<file path="src/rtl/ref_stream_unpack.sv">
// Width down-converter: accepts wide words of RATIO beats on a src_rdy/dst_rdy
// stream and emits them low beat first, one narrow beat per transfer.
module ref_stream_unpack #(
  parameter int OUT_WIDTH = 32,
  parameter int RATIO     = 4,
  parameter int CNT_WIDTH = 2
) (
  input  logic                       clk,
  input  logic                       rst_n,
  input  logic                       in_src_rdy,
  output logic                       in_dst_rdy,
  input  logic [OUT_WIDTH*RATIO-1:0] in_data,
  input  logic [CNT_WIDTH-1:0]       in_cnt,
  input  logic                       in_eop,
  output logic                       out_src_rdy,
  input  logic                       out_dst_rdy,
  output logic [OUT_WIDTH-1:0]       out_data,
  output logic                       out_eop
);

  localparam int IN_WIDTH = OUT_WIDTH * RATIO;

  typedef struct packed {
    logic [IN_WIDTH-1:0]  data;
    logic [CNT_WIDTH-1:0] cnt;
    logic                 eop;
  } slot_t;

  slot_t                slot_q [2];
  slot_t                slot_d [2];
  logic                 wr_ptr_q, wr_ptr_d;
  logic                 rd_ptr_q, rd_ptr_d;
  logic [1:0]           level_q, level_d;
  logic [CNT_WIDTH-1:0] beat_idx_q, beat_idx_d;
  logic                 in_dst_rdy_q, in_dst_rdy_d;
  logic                 out_src_rdy_q, out_src_rdy_d;

  logic in_en;
  logic out_en;
  logic last_beat;
  logic pop;

  always_comb begin
    // NOTE: every combinational output gets a default before any branch,
    // otherwise a missed path holds its old value and infers a latch.
    slot_d        = slot_q;
    wr_ptr_d      = wr_ptr_q;
    rd_ptr_d      = rd_ptr_q;
    level_d       = level_q;
    beat_idx_d    = beat_idx_q;

    in_en     = in_src_rdy & in_dst_rdy_q;
    out_en    = out_src_rdy_q & out_dst_rdy;
    last_beat = (beat_idx_q == slot_q[rd_ptr_q].cnt);
    pop       = out_en & last_beat;

    // The write slot is always free while in_dst_rdy is high, so it may load
    // without waiting for in_src_rdy; only the pointer needs the handshake.
    if (in_dst_rdy_q) begin
      slot_d[wr_ptr_q] = '{data: in_data, cnt: in_cnt, eop: in_eop};
    end
    if (in_en) begin
      wr_ptr_d = ~wr_ptr_q;
    end

    if (pop) begin
      beat_idx_d = '0;
      rd_ptr_d   = ~rd_ptr_q;
    end else if (out_en) begin
      beat_idx_d = beat_idx_q + CNT_WIDTH'(1);
    end

    case ({in_en, pop})
      2'b10:   level_d = level_q + 2'd1;
      2'b01:   level_d = level_q - 2'd1;
      default: level_d = level_q;
    endcase

    // Handshake outputs are flops computed from the next level, so neither
    // side sees a combinational path from the other.
    in_dst_rdy_d  = (level_d <= 2'd1);
    out_src_rdy_d = (level_d != 2'd0);
  end

  always_ff @(posedge clk or negedge rst_n) begin
    if (!rst_n) begin
      // NOTE: the two slots are reset along with the control state so the
      // narrow output reads zero while reset is held.
      for (int i = 0; i < 2; i++) begin
        slot_q[i] <= '0;
      end
      wr_ptr_q      <= 1'b0;
      rd_ptr_q      <= 1'b0;
      level_q       <= 2'd0;
      beat_idx_q    <= '0;
      in_dst_rdy_q  <= 1'b0;
      out_src_rdy_q <= 1'b0;
    end else begin
      // NOTE: state flops use non-blocking assignment so every flop samples
      // values from before this edge, independent of statement order.
      slot_q        <= slot_d;
      wr_ptr_q      <= wr_ptr_d;
      rd_ptr_q      <= rd_ptr_d;
      level_q       <= level_d;
      beat_idx_q    <= beat_idx_d;
      in_dst_rdy_q  <= in_dst_rdy_d;
      out_src_rdy_q <= out_src_rdy_d;
    end
  end

  assign in_dst_rdy  = in_dst_rdy_q;
  assign out_src_rdy = out_src_rdy_q;
  assign out_data    = slot_q[rd_ptr_q].data[beat_idx_q*OUT_WIDTH +: OUT_WIDTH];
  assign out_eop     = out_src_rdy_q & slot_q[rd_ptr_q].eop & last_beat;

endmodule

</file>
<file path="config.mk">
export PLATFORM = sky130hd
export DESIGN_NAME = ref_stream_unpack
export DESIGN_NICKNAME = d
export VERILOG_FILES = /design/src/rtl/ref_stream_unpack.sv
export SDC_FILE = /design/constraint.sdc
export NUM_CORES = 1
export LEC_CHECK = 0
export ABC_AREA = 1
export CORE_MARGIN = 8
export CORE_UTILIZATION = 50
export CTS_CLUSTER_SIZE = 40
export DETAILED_ROUTE_END_ITERATION = 12
export PLACE_DENSITY = 0.84
export SLEW_MARGIN = 20
export SYNTH_ARGS = -nofsm -noshare
export SYNTH_HDL_FRONTEND = slang
export SYNTH_SLANG_ARGS = --single-unit
</file>
<file path="constraint.sdc">
create_clock -name clk -period 3.1 [get_ports clk]
set_clock_uncertainty 0.2 [all_clocks]
set_input_delay 0.62 -clock clk [delete_from_list [all_inputs] [get_ports clk]]
set_output_delay 0.62 -clock clk [all_outputs]
set_load 0.02 [all_outputs]
</file>
==> impl_metrics.json <==
{
  "timing.rr.start": "rd_ptr_q$_DFFE_PN0P_",
  "post-route-min-period_ns": 3.04,
  "die_area_um2": 29800,
  "async_flop_share_pct": 100,
  "crit_path_max_fanout": 20,
  "synth_xor_xnor_area_share_pct": 0.214,
  "synth_compound_gate_area_share_pct": 19.2,
  "r2r_end": "out_src_rdy$_DFF_PN0_",
  "worst_slack_ns": 0.0584,
  "netlist.area_leader.share_pct": 55.1,
  "synth_top_family_by_area": "compound AO/OA/AOI/OAI gates",
  "clk_path_buf_depth": 3,
  "final_cell_count_no_fill": 1978,
  "hold_ws_ns": 0.280,
  "routabilityCongestion": 0.847,
  "synthAdderAreaFrac_pct": 0.102,
  "tns_ns": 0,
  "diodes": 0,
  "power.leakage_nw": 7.38,
  "timing.reg2reg.setup_slack_ns": 0.73,
  "tightest_slew_ns": 0.643,
  "cp.arrival_ns": 2.22,
  "crit_start": "rd_ptr_q$_DFFE_PN0P_",
  "root_buffer": "clkbuf_16",
  "slew_headroom_pct": 57.2,
  "cts-htree-levels": 1,
  "yosys_warnings": 0,
  "synth_common_cells": "nand2_1, o21ai_0, dfrtp_1, inv_1, nor2_1",
  "critPathRequiredTime_ns": 2.28,
  "wl_um": 33300,
  "areaGrowthSynthToFinish_pct": 23.9,
  "drive_above_1_share_pct": 7.01,
  "ant_nets": 0,
  "numCtsBuffers": 28,
  "pin_count": 170,
  "clk_pin_slew_ns": 0.06,
  "synth_flop_cell": "dfrtp_1",
  "grt_first_pass_wirelength_um": 55000,
  "start_util_pct": 50.7,
  "globalRouteOverflowTotal": 0,
  "status": "finished clean",
  "vias": 10800,
  "place.port_buffers": 169,
  "nets": 1768,
  "finalSetupViolations": 0,
  "maxSlewViolCount": 0,
  "yosysSeqAreaShare_pct": 55.1,
  "clkLatencyLatePin_ns": 0.54,
  "avgSynthCellArea_um2": 8.15,
  "peakVddDrop_uv": 553,
  "synthTopCellsByArea": "dfrtp_1, o21ai_0, nand2_1",
  "drc": 0,
  "hpwl_um": 21300,
  "die_w_um": 173,
  "pre_cts_ws_ns": 0.200,
  "synth_largest_area_cell": "dfrtp_1",
  "rsz0062_at_grt": "true",
  "critPathKind": "register to output pin",
  "hold_depth": 2,
  "min_path_type": "register to register",
  "reg2regPathDepth": 13,
  "ys_ff_latch": 270,
  "dp_cells": 1921,
  "std_cell_rows": 57,
  "dr.first_iter.drc_count": 1117,
  "synth_edf_count": 0,
  "clkSinkCount": 270,
  "timing.fmax_mhz": 329,
  "dieHeight_um": 173,
  "synth_nets": 1641,
  "synthCells": 1505,
  "grt_max_degree": 104,
  "routedWlPerCell_um": 16.9,
  "start_kind": "register",
  "timing.final.crit_share_pct": 98.1,
  "end_kind": "output pin",
  "p_per_area_nw_per_um2": 1190,
  "yosys.cell_types.count": 24,
  "drtPass1Iterations": 5,
  "synth_simple_gate_area_share_pct": 16.2,
  "hold_violations": 0,
  "syn-cell-area_um2": 12300,
  "cts_tree": "yes",
  "cap_violations": 0,
  "whs_endpoint": "slot_q[12]$_DFFE_PN0P_",
  "core_area_um2": 24200,
  "synthMuxAreaShare_pct": 0,
  "min-delay-start": "slot_q[12]$_DFFE_PN0P_",
  "antenna_found_initial": 0,
  "grt_pass1_vias": 10700,
  "synth.most_common_cell": "nand2_1",
  "grt_util_all_layers_pct": 21.9,
  "avgViaCountPerCell": 5.45
}
state kept, by name, indices dropped and copies added (netlist names):
register,cells
beat_idx_q,2
in_dst_rdy,1
level_q,2
out_src_rdy,1
rd_ptr_q,1
slot_q,262
wr_ptr_q,1
how the worst max path moves through the flow:
stage | to | slack [ns] | depth (start not counted)
floorplan | out_eop | 1.06 | 9
global placement | out_data[1] | 0.20 | 7
detailed placement | out_data[15] | 0.20 | 7
CTS | out_data[15] | 0.001 | 7
global route | out_data[23] | -0.001 | 7
finish | out_data[8] | 0.06 | 7
what timing repair did:
item                                    CTS  global route
endpoints found under the hold margin    77             0
gates resized for setup                  56            44
cloned                                    1             1
pin swaps                                 0             1
endpoints found under the setup margin   33            31
hold buffers                              1             0
setup buffers                             1             1
cell families (layout without fill, tap and decap cells):
| logic type | after synthesis | in the layout |
|---|---|---|
| simple gates | 522 | 522 |
| compound gates | 455 | 455 |
| flops | 270 | 270 |
| buf+inv | 254 | 403 |
| xor+xnor | 3 | 3 |
| fa+ha+maj | 1 | 1 |
layout make-up:
cell class              count  area [um2]
inverters                 148         568
clock buffers              43         838
multi-input cells         981        4420
repair buffers            202        2050
flip-flops and latches    270        6760
fillers                  1938        8980
repair inverters            1        8.76
well taps                 324         405
clock inverters             9         150
worst max-delay path, cell delays in order (launching register included):
cell and delay, ns:
dfrtp_4 0.57, inv_12 0.14, buf_6 0.20, o21ai_0 0.09, o22ai_1 0.18, nand2_1 0.08
nand2_1 0.08, dlygate4sd2_1 0.33
per-layer routing:
metal / vias to the layer above / part of all wire (%) / global-route usage (%)
li1: 5105 / - / -
met1: 5106 / 43 / 30.6
met2: 510 / 46 / 34.2
met3: 59 / 7.9 / 3.53
met4: 0 / 2.7 / 7.65
met5: - / 0 / 0
per-stage QoR:
step	util, %	instance area (um2)	power (mW)
2_1_floorplan	-	12300	11.7
5_1_grt	62.9	15200	19.5
4_1_cts	63.1	15300	18.2
3_3_place_gp	58.7	14200	14.4
3_5_place_dp	58.7	14200	14.7
6_report	62.9	15200	18.2
layout by cell type (no fill, tap or decap), drive strengths merged:
| cell | count |
|---|---|
| o22ai | 64 |
| dlygate4sd3 | 1 |
| clkinvlp | 2 |
| inv | 149 |
| xor2 | 3 |
| clkdlybuf4s15 | 9 |
| clkdlybuf4s50 | 135 |
| nand3 | 6 |
| o211ai | 1 |
| o21ai | 390 |
| dfrtp | 270 |
| buf | 33 |
| nand4 | 1 |
| clkdlybuf4s18 | 1 |
| clkinv | 3 |
| nor2 | 129 |
| dlygate4sd2 | 2 |
| clkbuf | 64 |
| or2 | 1 |
| bufinv | 4 |
| ha | 1 |
| nand2 | 385 |
power breakdown:
part           switching (mW)  internal [mW]
registers                1.00           5.31
logic                    5.36           2.94
clock network            1.35           2.19
(Power assumes the default switching activity.)
